File: src/rtl/gate_pkg.sv
// Shared types and default widths for the gate driver slice.
// Holds the leg state enum and a dead-time state helper.
package gate_pkg;

    localparam int DEF_DT_W     = 8;
    localparam int DEF_PERIOD_W = 16;

    typedef enum logic [2:0] {
        OFF,
        DT_START,
        ON_H,
        DT_HL,
        ON_L,
        DT_LH
    } state_t;

    // true in any of the three dead-time states
    function automatic logic is_dead(input state_t s);
        return (s == DT_START) || (s == DT_HL) || (s == DT_LH);
    endfunction

endpackage

File: src/rtl/period_meter.sv
// Switching period meter: cycles between successive high-side turn-ons.
// First start after a clear only arms the meter; later starts publish.
module period_meter
    import gate_pkg::*;
#(
    parameter int W = DEF_PERIOD_W
) (
    input  logic         i_clock,
    input  logic         i_RESET,
    input  logic         i_start,
    input  logic         i_clear,
    output logic [W-1:0] o_period,
    output logic         o_valid
);

    localparam logic [W-1:0] SAT = '1;

    logic [W-1:0] cnt;
    logic         armed;
    logic [W-1:0] cnt_inc;

    // saturating increment, also used for the published period
    assign cnt_inc = (cnt == SAT) ? SAT : cnt + W'(1);

    // counter, arm flag, period latch and one-cycle valid pulse
    always_ff @(posedge i_clock or negedge i_RESET) begin
        if (!i_RESET) begin
            cnt      <= '0;
            armed    <= 1'b0;
            o_period <= '0;
            o_valid  <= 1'b0;
        end else begin
            o_valid <= 1'b0;
            if (i_clear) begin
                cnt   <= '0;
                armed <= 1'b0;
            end else if (i_start) begin
                cnt   <= '0;
                armed <= 1'b1;
                if (armed) begin
                    o_period <= cnt_inc;
                    o_valid  <= 1'b1;
                end
            end else begin
                cnt <= cnt_inc;
            end
        end
    end

endmodule

File: src/rtl/deadtime_gate_driver.sv
// Complementary bridge-leg gate driver with dead time and period meter.
// Define MIN_DWELL_EN to enforce a minimum on-time per conduction state.
module deadtime_gate_driver
    import gate_pkg::*;
#(
    parameter int DT_W      = DEF_DT_W,
    parameter int MIN_DWELL = 50,
    parameter int PERIOD_W  = DEF_PERIOD_W
) (
    input  logic                i_clock,
    input  logic                i_RESET,
    input  logic                i_sigma,
    input  logic                i_enable,
    input  logic [DT_W-1:0]     i_deadtime,
    output logic                o_gate_H,
    output logic                o_gate_L,
    output logic [PERIOD_W-1:0] o_period,
    output logic                o_period_valid
);

    logic [1:0]      sigma_sync;
    logic [1:0]      en_sync;
    logic            s_sigma;
    logic            s_en;
    state_t          state;
    logic [DT_W-1:0] dt_cnt;
    logic [DT_W-1:0] dt_load;
    logic            dt_expire;
    logic            on_entry;
    logic            h_entry;
    logic            dwell_ok;
    logic            meter_clr;

    // two-flop synchronizers for the asynchronous sigma and enable
    always_ff @(posedge i_clock or negedge i_RESET) begin
        if (!i_RESET) begin
            sigma_sync <= '0;
            en_sync    <= '0;
        end else begin
            sigma_sync <= {sigma_sync[0], i_sigma};
            en_sync    <= {en_sync[0], i_enable};
        end
    end

    assign s_sigma = sigma_sync[1];
    assign s_en    = en_sync[1];

    // a zero dead time still leaves one cycle with both gates low
    assign dt_load   = (i_deadtime == '0) ? DT_W'(1) : i_deadtime;
    assign dt_expire = is_dead(state) && (dt_cnt <= DT_W'(1));
    assign on_entry  = s_en && dt_expire;
    assign h_entry   = on_entry && s_sigma;
    assign meter_clr = (state == OFF);

`ifdef MIN_DWELL_EN
    localparam int DWELL_W = $clog2(MIN_DWELL + 2);
    localparam logic [DWELL_W-1:0] DWELL_MAX = DWELL_W'(MIN_DWELL);

    logic [DWELL_W-1:0] dwell_cnt;

    // on-time counter, restarted at each turn-on, holds at the limit
    always_ff @(posedge i_clock or negedge i_RESET) begin
        if (!i_RESET) begin
            dwell_cnt <= '0;
        end else if (on_entry) begin
            dwell_cnt <= '0;
        end else if (dwell_cnt != DWELL_MAX) begin
            dwell_cnt <= dwell_cnt + DWELL_W'(1);
        end
    end

    assign dwell_ok = (dwell_cnt == DWELL_MAX);
`else
    // no dwell limit: any sigma reversal may end a conduction state
    localparam bit DWELL_FREE = (MIN_DWELL >= 0) || 1'b1;

    assign dwell_ok = DWELL_FREE;
`endif

    // leg sequencer with registered gate outputs; disable wins
    always_ff @(posedge i_clock or negedge i_RESET) begin
        if (!i_RESET) begin
            state    <= OFF;
            dt_cnt   <= '0;
            o_gate_H <= 1'b0;
            o_gate_L <= 1'b0;
        end else if (!s_en) begin
            state    <= OFF;
            dt_cnt   <= '0;
            o_gate_H <= 1'b0;
            o_gate_L <= 1'b0;
        end else begin
            unique case (state)
                OFF: begin
                    state  <= DT_START;
                    dt_cnt <= dt_load;
                end
                DT_START, DT_HL, DT_LH: begin
                    if (dt_expire) begin
                        if (s_sigma) begin
                            state    <= ON_H;
                            o_gate_H <= 1'b1;
                        end else begin
                            state    <= ON_L;
                            o_gate_L <= 1'b1;
                        end
                    end else begin
                        dt_cnt <= dt_cnt - DT_W'(1);
                    end
                end
                ON_H: begin
                    if (!s_sigma && dwell_ok) begin
                        state    <= DT_HL;
                        dt_cnt   <= dt_load;
                        o_gate_H <= 1'b0;
                    end
                end
                ON_L: begin
                    if (s_sigma && dwell_ok) begin
                        state    <= DT_LH;
                        dt_cnt   <= dt_load;
                        o_gate_L <= 1'b0;
                    end
                end
                default: begin
                    state    <= OFF;
                    o_gate_H <= 1'b0;
                    o_gate_L <= 1'b0;
                end
            endcase
        end
    end

    period_meter #(
        .W (PERIOD_W)
    ) u_meter (
        .i_clock  (i_clock),
        .i_RESET  (i_RESET),
        .i_start  (h_entry),
        .i_clear  (meter_clr),
        .o_period (o_period),
        .o_valid  (o_period_valid)
    );

endmodule

File: config.mk
export PLATFORM = sky130hd
export DESIGN_NAME = deadtime_gate_driver
export DESIGN_NICKNAME = d
export VERILOG_FILES = /design/src/rtl/gate_pkg.sv /design/src/rtl/period_meter.sv /design/src/rtl/deadtime_gate_driver.sv
export SDC_FILE = /design/constraint.sdc
export NUM_CORES = 1
export LEC_CHECK = 0
export ABC_CLOCK_PERIOD_IN_PS = 2350
export CAP_MARGIN = 20
export CORE_ASPECT_RATIO = 0.7
export CORE_MARGIN = 3
export CORE_UTILIZATION = 50
export CTS_CLUSTER_DIAMETER = 40
export DETAILED_ROUTE_END_ITERATION = 6
export DONT_BUFFER_PORTS = 1
export GPL_ROUTABILITY_DRIVEN = 0
export HOLD_SLACK_MARGIN = 0.08
export SKIP_CTS_REPAIR_TIMING = 1
export SYNTH_ARGS = -nofsm -noshare
export SYNTH_HDL_FRONTEND = slang
export SYNTH_SLANG_ARGS = --single-unit
export TNS_END_PERCENT = 20
File: constraint.sdc
create_clock -name i_clock -period 2.35 [get_ports i_clock]
set_input_delay 0.47 -clock i_clock [delete_from_list [all_inputs] [get_ports i_clock]]
set_output_delay 0.47 -clock i_clock [all_outputs]
set_load 0.01 [all_outputs]
Yosys cells after proc, flatten, opt, wreduce, memory -nomap -nowiden:

Index checks and enable logic that the tools add are counted.

* output and inout bits: 19
* register bits after elaboration: 51
* bits of input ports: 12

* eq/ne operators: 15
* bitwise gates (word level): 1
* mux-type cells: 30
* magnitude comparators: 1
* reduce and logical (&&, ||, !) cells: 16
* add/subtract/negate cells: 2

Operator list (number)
* 16-bit 2-to-1 mux: 3
* 8-bit 2-to-1 mux: 5
* 8-bit case mux with 4 select lines: 1
* 3-bit != test (second input constant): 6
* 16-bit by 1-bit adder with 16-bit output (second input constant): 1
* 16-bit == test (second input constant): 1
* 3-bit 2-to-1 mux: 5
* 1-bit 2-to-1 mux: 13
* 3-bit case mux with 4 select lines: 1
* 4-bit AND reduction: 3
* 8-bit by 1-bit <= comparator with 1-bit output (second input constant): 1
* 8-bit logical NOT: 1
* 8-bit by 1-bit subtractor with 8-bit output (second input constant): 1
* 3-bit by 2-bit == test with 1-bit output (second input constant): 2
* 3-bit == test (second input constant): 2
* 1-bit case mux with 3 select lines: 2
* 3-bit AND reduction: 2
* 5-bit by 1-bit != test with 1-bit output (second input constant): 1
* 2-bit != test (second input constant): 2
* 2-bit OR reduction: 2
* 3-bit by 1-bit == test with 1-bit output (second input constant): 1
* 1-bit logical AND: 3
* 3-bit logical NOT: 1
* 3-bit OR reduction: 1
* other kinds (3): 4

Depth between registers and ports, before layout:

Gate-level depths: netlist of the first run.

* depth after elaboration: 8
* depth in mapped cells: 8

By module:

Synthesis of the first run repeated with hierarchy kept, for this count alone.

* cell total of the unflattened synthesis: 254
* area, all modules: 2469.9 µm²

By module, submodules not included
* period_meter: instances 1, area each 1514.0 µm², seq. area each 850.8 µm², cells each 145
* deadtime_gate_driver: instances 1, area each 955.9 µm², seq. area each 425.4 µm², cells each 109

Worst setup path before layout of the first run:

No wires, ideal clock.

* kind: reg-to-reg
* from: register dt_cnt[0]
* to: register u_meter.o_period[8]
* arrival: 1.679 ns
* required time: 2.232 ns
* cell stages (with the launch flop): 8
* path buffers: 1
* setup time: 0.118 ns
* slack: 0.553 ns
* path through: dfrtp_1 > inv_1 > ha_1 > nor2_1 > nor4_4 > nand4_4 > buf_6 > a21o_1

* word-level cells in the longest chain between the ends: 5

RTL lines
* start: declaration: line deadtime_gate_driver.sv:26 `logic [DT_W-1:0] dt_cnt;`
* start signal: assignment: line deadtime_gate_driver.sv:96 `dt_cnt <= dt_load;`
* start signal: assignment: line deadtime_gate_driver.sv:108 `dt_cnt <= dt_cnt - DT_W'(1);`
* start signal: assignment: line deadtime_gate_driver.sv:114 `dt_cnt <= dt_load;`
* 8-bit by 1-bit <= comparator with 1-bit output: line deadtime_gate_driver.sv:50 `assign dt_expire = is_dead(state) && (dt_cnt <= DT_W'(1));`
* 1-bit logical AND: line deadtime_gate_driver.sv:50
* 1-bit logical AND: line deadtime_gate_driver.sv:51 `assign on_entry = s_en && dt_expire;`
* 1-bit logical AND: line deadtime_gate_driver.sv:52 `assign h_entry = on_entry && s_sigma;`
* 3-bit AND reduction (no source line)
* end signal: assignment: line period_meter.sv:41 `o_period <= cnt_inc;`
* end: declaration: line period_meter.sv:12 `output logic [W-1:0] o_period,`

Every way passes these cells.
A chain may end at the register's enable or synchronous reset.

Worst setup path in the final report of the first run:

* from: register en_sync[1]
* to: register u_meter.o_period[8]

* word-level cells in the longest chain between the ends: 3

RTL lines
* start: declaration: line deadtime_gate_driver.sv:22 `logic [1:0] en_sync;`
* start signal: assignment: line deadtime_gate_driver.sv:41 `en_sync <= {en_sync[0], i_enable};`
* 1-bit logical AND: line deadtime_gate_driver.sv:51
* 1-bit logical AND: line deadtime_gate_driver.sv:52
* 3-bit AND reduction (no source line)

Every way passes these cells.

==> run_results.csv, run 1 <==
group,metric,value,unit
status,run_status,"finished, final reports clean",
timing,post-route-worst-setup-slack,0.351,ns
final_layout,register_area,0.00128,mm²
hold_path,timing.hold.worst.start,"i_sigma",
routing,num_vias,1762,
cts,source_to_sink_clock_delay_at_the_later_pin_of_the_worst_skew_pair,0.30,ns
final_layout,multi_input_area,0.00107,mm²
routing,avgRoutedWirePerCell,15.5,µm
setup_path,timing.setup.critical_path_class,"register to register",
hold_path,hold_path.class,"input pin to register",
setup_path,regToRegEndpoint,"u_meter.o_period[8]$_DFFE_PN0P_",
routing,drc_errors,0,
yosys,ys_seq_elements,51,
setup_path,critical_path.endpoint_type,"register",
yosys,yosys.cell_types.count,47,
yosys,post_synth.cell_area_avg,9.51,µm²
final_layout,drive_above_1_share,8.05,%
setup_path,cp_data_arrival_time,2.24,ns
grt,first_global_vias,1730,
timing,fin_crit_sh,85.0,%
yosys,synth_area_leaders,"sky130_fd_sc_hd__dfrtp_1 53%, sky130_fd_sc_hd__nor2_1 5.3%, sky130_fd_sc_hd__nand2_1 4.8%",
timing,period_needed,2.00,ns
setup_path,startpoint_type_of_the_worst_setup_path,"register",
cts,clock_tree_from_tritoncts,"yes",
yosys,async_reset_ff_share,100,%
grt,antenna_found_initial,0,
setup_path,cp_data_required_time,2.60,ns
placement,port_buffers,0,
setup_path,critical_path_buf_inv_count,1,
yosys,synth.net_count,270,
grt,grt_ovf,0,
yosys,synth.top_cell.area_share,52.6,%
yosys,post-synth-top-area-cell,"sky130_fd_sc_hd__dfrtp_1",
setup_path,cp_top_family,"compound AO/OA/AOI/OAI gates",
floorplanning,core,0.00450,mm²
floorplanning,std_cell_rows,20,
power,p_leak,1.21,nW
grt,wire_length_of_the_first_global_routing_pass,8.39,mm
floorplanning,io-pin-count,31,
power,p_total,2.45,mW
cts,cts-htree-levels,2,
hold_path,min_to,"sigma_sync[0]$_DFF_PN0_",
floorplanning,fp.dieW,89.2,µm
cts,root_buffer,"sky130_fd_sc_hd__clkbuf_8",
setup_path,cell_with_the_biggest_individual_delay_on_the_critical_path,"sky130_fd_sc_hd__dfrtp_1",
routing,firstDrtPassIters,6,
cts,cts_buffer_depth,2,
timing,tns,0,ns
timing,worst_slew_margin_rel,60.0,%
power,worst_ir_drop_vdd,0.673,mV
final_layout,fillers,397,
routing,detail_route.wirelength,4.90,mm
timing,finalHoldWorstSlack,0.185,ns
yosys,synth-warning-count,0,
cts,cts-buffers-inserted,5,
setup_path,worstPathCellList,"a21boi_1 -> and2_0 -> buf_4 -> nand4_4 -> a21oi_1 -> a21o_1",
yosys,mappedNetlistArea,0.00242,mm²
power,power.density_cell_area,940,mW/mm²
floorplanning,fp.dieArea,0.00573,mm²
final_layout,area_growth_syn_to_layout,7.43,%
setup_path,r2r_cells,6,
routing,drtIter0Drc,143,
timing,fin_skew,0.0114,ns
setup_path,slowest_stage_delay_on_critical_path,0.50,ns
hold_path,timing.hold.worst_path_depth,0,
routing,post_drt_via_cell_ratio,5.58,
cts,clock-sinks,51,
final_layout,final_net_count,275,
floorplanning,die_h,64.3,µm
setup_path,crit_fanout,25,
final_layout,postLayoutCoreUtil,57.8,%
grt,grt_max_degree,52,
placement,hpwlAfterDp,3.45,mm
yosys,sequential_to_total_area_share_from_yosys_stat,52.6,%
yosys,synth_ff_type,"sky130_fd_sc_hd__dfrtp_1",
yosys,synth_enable_flop_cells,0,
timing,rsz0062_at_grt,"no",
timing,timing.fmax,0.500,GHz
timing,final-max-slew-violation-count,0,
grt,globalRouteTotalUtil,19.0,%
timing,timing.final.setup_violations,0,
timing,final-hold-violation-count,0,
placement,place_ws,0.398,ns
cts,clkTransAtPathRegs,0.09,ns
routing,ant_nets,0,
floorplanning,initial_core_utilization,53.8,%
yosys,synthesis.instances,255,
timing,worst_slew_pin_slew,0.596,ns
final_layout,ant_cells,0,
setup_path,r2r_setup_slack,0.35,ns
setup_path,timing.rr.start,"en_sync[1]$_DFF_PN0_",
run,maxCapViolCount,0,
[worst max-delay path by stage]
stage,slack (ns),to,depth (start not counted),start
final,0.35,u_meter.o_period[8]$_DFFE_PN0P_,6,en_sync[1]$_DFF_PN0_
after floorplan,0.55,u_meter.o_period[8]$_DFFE_PN0P_,7,dt_cnt[0]$_DFFE_PN0P_
after global routing,0.18,u_meter.o_period[7]$_DFFE_PN0P_,6,en_sync[1]$_DFF_PN0_
after global placement,0.34,u_meter.o_period[8]$_DFFE_PN0P_,6,en_sync[1]$_DFF_PN0_
after detailed placement,0.40,u_meter.o_period[8]$_DFFE_PN0P_,5,dt_cnt[2]$_DFFE_PN0P_
after CTS,0.36,u_meter.o_period[8]$_DFFE_PN0P_,6,en_sync[1]$_DFF_PN0_
[registers in the layout (all words and copies together) (netlist names)]
register,flops
o_gate_H,1
u_meter.o_period,16
o_gate_L,1
u_meter.o_valid,1
dt_cnt,8
en_sync,2
state,3
u_meter.cnt,16
u_meter.armed,1
sigma_sync,2
[where the power goes]
| group | internal, mW | switching, mW |
|---|---|---|
| clock network | 0.242 | 0.280 |
| registers | 1.01 | 0.136 |
| logic | 0.296 | 0.489 |
| total | 1.54 | 0.906 |
[worst register-to-register path: stages (launching register included)]
cell and delay, ns:
sky130_fd_sc_hd__dfrtp_1 0.50, sky130_fd_sc_hd__a21boi_1 0.39, sky130_fd_sc_hd__and2_0 0.18, sky130_fd_sc_hd__buf_4 0.16
sky130_fd_sc_hd__nand4_4 0.32, sky130_fd_sc_hd__a21oi_1 0.28, sky130_fd_sc_hd__a21o_1 0.11
[Yosys cell counts (all sizes together) (2+ instances only)]
cell and count:
ha 3, and3 6, nand4 4, clkbuf 3, nor2 34, or3 2, xnor2 5, xor2 3
buf 5, a21o 4, nand3 9, dfrtp 51, inv 7, or2 2, nand2b 2, a21oi 19
o21a 2, o21ai 30, nand2 32, nor4 3, and2 4, mux2i 4, a21boi 2, nor3 6
[cell type report]
type	instances	area share [%]
clock buffers	7	3.31
well taps	55	2.64
repair buffers	6	2.59
flip-flops and latches	51	49.0
clock inverters	1	0.336
inverters	7	1.01
multi-input cells	189	41.1
[stage by stage]
step           area [µm²]  cells
5_1_grt              2610    316
6_report             2610    316
4_1_cts              2570    314
3_5_place_dp         2470    306
3_3_place_gp         2470    306
2_1_floorplan        2420    255
[cells by family after synthesis]
kind of cell	synth area share, %
buf+inv	3.20
simple gates	22.3
fa+ha+maj	1.55
xor+xnor	2.89
mux	2.12
flops	52.6
compound gates	15.3
[layer usage]
| metal | global-route usage (%) | vias up | routed length, µm | share of wire [%] |
|---|---|---|---|---|
| met2 | 23.3 | 41 | 1760 | 36 |
| met3 | 6.19 | 7 | 334 | 6.8 |
| met4 | 5.02 | 0 | 59 | 1.2 |
| met1 | 31.1 | 816 | 2750 | 56 |
| li1 | - | 898 | - | - |
| met5 | 0 | - | 0 | 0 |
[cell usage in the layout, fill, tap and decap left out, types with 3 or more instances in the layout]
cell type	netlist	layout
sky130_fd_sc_hd__a21o_1	4	4
sky130_fd_sc_hd__a21oi_1	19	19
sky130_fd_sc_hd__and2_1	3	3
sky130_fd_sc_hd__and3_1	6	6
sky130_fd_sc_hd__buf_4	1	4
sky130_fd_sc_hd__clkbuf_8	0	6
sky130_fd_sc_hd__dfrtp_1	51	51
sky130_fd_sc_hd__ha_1	3	3
sky130_fd_sc_hd__inv_1	7	7
sky130_fd_sc_hd__mux2i_1	4	4
sky130_fd_sc_hd__nand2_1	31	31
sky130_fd_sc_hd__nand3_1	9	9
sky130_fd_sc_hd__nand4_1	3	3
sky130_fd_sc_hd__nor2_1	34	34
sky130_fd_sc_hd__nor3_1	5	5
sky130_fd_sc_hd__o21ai_0	21	21
sky130_fd_sc_hd__o21ai_1	9	9
sky130_fd_sc_hd__xnor2_1	5	5
sky130_fd_sc_hd__xor2_1	3	3
Power figures use the tool's default switching activity.
==> inputs of run 2 (changes only) <==
ABC_AREA = 1   (was unset)
==> run_results.csv, run 2 <==
group,metric,value,unit
status,run_status,"finished, final reports clean",
yosys,post-synth-top-area-cell,"sky130_fd_sc_hd__dfrtp_1",
yosys,mappedNetlistArea,0.00272,mm²
yosys,synth.net_count,372,
cts,cts-buffers-inserted,5,
setup_path,r2r_setup_slack,0.34,ns
yosys,synth_xor_area_share,1.61,%
setup_path,regToRegEndpoint,"u_meter.o_period[14]$_DFFE_PN0P_",
setup_path,timing.setup.critical_path_class,"register to register",
timing,worst_slew_pin_slew,0.331,ns
yosys,synth_top_cells_by_count,"115 x sky130_fd_sc_hd__nand2_1, 51 x sky130_fd_sc_hd__dfrtp_1, 45 x sky130_fd_sc_hd__nor2_1",
yosys,post_synth_and_or_nand_nor_area_fraction,34.8,%
final_layout,final_net_count,378,
yosys,post_synth.cell_area_avg,7.61,µm²
cts,cts-htree-levels,2,
setup_path,cp_data_arrival_time,2.25,ns
final_layout,postLayoutCoreUtil,59.0,%
final_layout,fillers,476,
timing,worst_slew_margin_rel,77.9,%
routing,firstDrtPassIters,4,
floorplanning,std_cell_rows,21,
grt,globalRouteTotalUtil,19.9,%
timing,rsz0062_at_grt,"no",
cts,root_buffer,"sky130_fd_sc_hd__clkbuf_8",
yosys,synth.top_cell.area_share,47.0,%
final_layout,reg_top3,"u_meter.cnt (16), u_meter.o_period (16), dt_cnt (8)",
floorplanning,initial_core_utilization,54.4,%
placement,instance_area_after_placement,0.00278,mm²
routing,detail_route.wirelength,5.63,mm
grt,antenna_found_initial,0,
final_layout,ant_cells,0,
floorplanning,die_h,67.7,µm
yosys,synth_enable_flop_cells,0,
yosys,cell_with_the_most_instances_after_synthesis,"sky130_fd_sc_hd__nand2_1",
yosys,sequential_to_total_area_share_from_yosys_stat,47.0,%
yosys,synth_top_family_by_area,"simple AND/OR/NAND/NOR gates",
cts,clkTransAtPathRegs,0.09,ns
routing,drtIter0Drc,191,
setup_path,critical_path.endpoint_type,"register",
grt,wire_length_of_the_first_global_routing_pass,9.76,mm
yosys,yosys-mux-area-fraction,0,%
cts,cts_buffer_depth,2,
final_layout,drive_above_1_share,7.97,%
grt,grt_ovf,0,
power,worst_ir_drop_vdd,0.458,mV
yosys,async_reset_ff_share,100,%
routing,avgRoutedWirePerCell,13.0,µm
cts,clock-sinks,51,
power,p_leak,1.50,nW
power,power.density_cell_area,935,mW/mm²
timing,fin_crit_sh,85.4,%
floorplanning,io-pin-count,31,
timing,period_needed,2.01,ns
setup_path,timing.rr.start,"dt_cnt[0]$_DFFE_PN0P_",
yosys,synth-warning-count,0,
floorplanning,fp.dieArea,0.00636,mm²
yosys,synthAdderAreaFrac,1.38,%
hold_path,timing.hold.worst_path_depth,0,
hold_path,hold_path.class,"input pin to register",
routing,drc_errors,0,
timing,final-max-slew-violation-count,0,
cts,source_to_sink_clock_delay_at_the_later_pin_of_the_worst_skew_pair,0.30,ns
hold_path,timing.hold.worst.start,"i_enable",
yosys,yosys.cell_types.count,30,
routing,num_vias,2207,
timing,timing.fmax,0.498,GHz
run,maxCapViolCount,0,
hold_path,min_to,"en_sync[0]$_DFF_PN0_",
timing,tns,0,ns
placement,port_buffers,0,
yosys,area_fraction_in_compound_gates_after_synthesis,7.79,%
yosys,synth_area_leaders,"sky130_fd_sc_hd__dfrtp_1 47%, sky130_fd_sc_hd__nand2_1 16%, sky130_fd_sc_hd__nor2_1 6.2%",
floorplanning,fp.dieW,94.1,µm
grt,grt_max_degree,52,
yosys,synthesis.instances,357,
cts,clock_tree_from_tritoncts,"yes",
timing,timing.final.setup_violations,0,
placement,hpwlAfterDp,4.10,mm
setup_path,crit_fanout,24,
routing,post_drt_via_cell_ratio,5.10,
yosys,ys_seq_elements,51,
final_layout,final_common_cell,"sky130_fd_sc_hd__nand2_1",
floorplanning,core,0.00499,mm²
final_layout,finalInstanceArea,0.00295,mm²
final_layout,layout.cells.most_common_list,"115 x sky130_fd_sc_hd__nand2_1, 51 x sky130_fd_sc_hd__dfrtp_1, 45 x sky130_fd_sc_hd__nor2_1",
yosys,synth_ff_type,"sky130_fd_sc_hd__dfrtp_1",
timing,final-hold-violation-count,0,
final_layout,area_growth_syn_to_layout,8.53,%
setup_path,cp_data_required_time,2.59,ns
setup_path,startpoint_type_of_the_worst_setup_path,"register",
routing,ant_nets,0,
timing,fin_skew,0.00767,ns
grt,first_global_vias,2003,
setup_path,r2r_cells,10,
run 2: cell types whose count changed after synthesis, sizes merged, moves of 3 or more:
cell	before	now
mux2i	4	0
nor4	3	0
clkbuf	3	0
nand3	9	33
nor2	34	50
a21oi	19	12
xnor2	5	1
nor3	6	0
o21ai	30	22
a21o	4	0
inv	7	41
nand4	4	9
and3	6	0
nand2	32	118
run 2: kinds of logic after synthesis:
family,after synthesis
fa+ha+maj,3
simple gates,214
flops,51
xor+xnor,5
compound gates,37
buf+inv,47
run 2: power breakdown:
| group | total (mW) | switching, mW | internal, mW |
|---|---|---|---|
| Clock | 0.705 | 0.279 | 0.425 |
| Sequential | 1.16 | 0.153 | 1.01 |
| Combinational | 0.891 | 0.592 | 0.298 |
| Total | 2.76 | 1.02 | 1.73 |
run 2: worst max-delay path, stage by stage, from the launching register on:
cell	delay [ns]
sky130_fd_sc_hd__dfrtp_1	0.41
sky130_fd_sc_hd__inv_1	0.16
sky130_fd_sc_hd__ha_1	0.27
sky130_fd_sc_hd__nor2_1	0.06
sky130_fd_sc_hd__nor2_1	0.10
sky130_fd_sc_hd__nand2_1	0.16
sky130_fd_sc_hd__nor2_8	0.16
sky130_fd_sc_hd__nand3_4	0.28
sky130_fd_sc_hd__clkinv_2	0.22
sky130_fd_sc_hd__nand2_1	0.08
sky130_fd_sc_hd__nand2_1	0.06
run 2: worst max path at each step:
stage	to	slack, ns	from
6_report	u_meter.o_period[14]$_DFFE_PN0P_	0.34	dt_cnt[0]$_DFFE_PN0P_
5_1_grt	u_meter.o_period[6]$_DFFE_PN0P_	0.09	dt_cnt[0]$_DFFE_PN0P_
4_1_cts	u_meter.o_period[14]$_DFFE_PN0P_	0.32	dt_cnt[0]$_DFFE_PN0P_
3_5_place_dp	u_meter.o_period[14]$_DFFE_PN0P_	0.35	dt_cnt[0]$_DFFE_PN0P_
3_3_place_gp	u_meter.o_period[7]$_DFFE_PN0P_	0.43	dt_cnt[0]$_DFFE_PN0P_
2_1_floorplan	u_meter.o_period[2]$_DFFE_PN0P_	0.70	dt_cnt[0]$_DFFE_PN0P_
run 2: layout make-up:
class                   instances  area [µm²]  share of cell area, %
flip-flops and latches         51        1280                   43.3
multi-input cells             259        1240                   42.0
repair buffers                  4        52.6                   1.78
clock inverters                 2        60.1                   2.04
clock buffers                   6        72.6                   2.46
well taps                      69        86.3                   2.93
inverters                      42         161                   5.48
run 2: routing by layer:
layer	vias up	GRT usage [%]	share of wire (%)
li1	1143	-	-
met1	1004	30.5	54
met2	56	26.9	38
met3	4	5.90	6.9
met4	0	5.41	0.73
met5	-	0	0
run 2: per-stage QoR:
step	std cells	hold WS, ns	power, mW	setup slack (ns)
CTS	431	-0.163	2.75	0.319
global placement	423	0.176	2.05	0.430
finish	433	0.186	2.76	0.342
global route	433	0.158	2.98	0.0935
detailed placement	423	0.176	2.04	0.348
floorplan	357	0.174	1.85	0.705
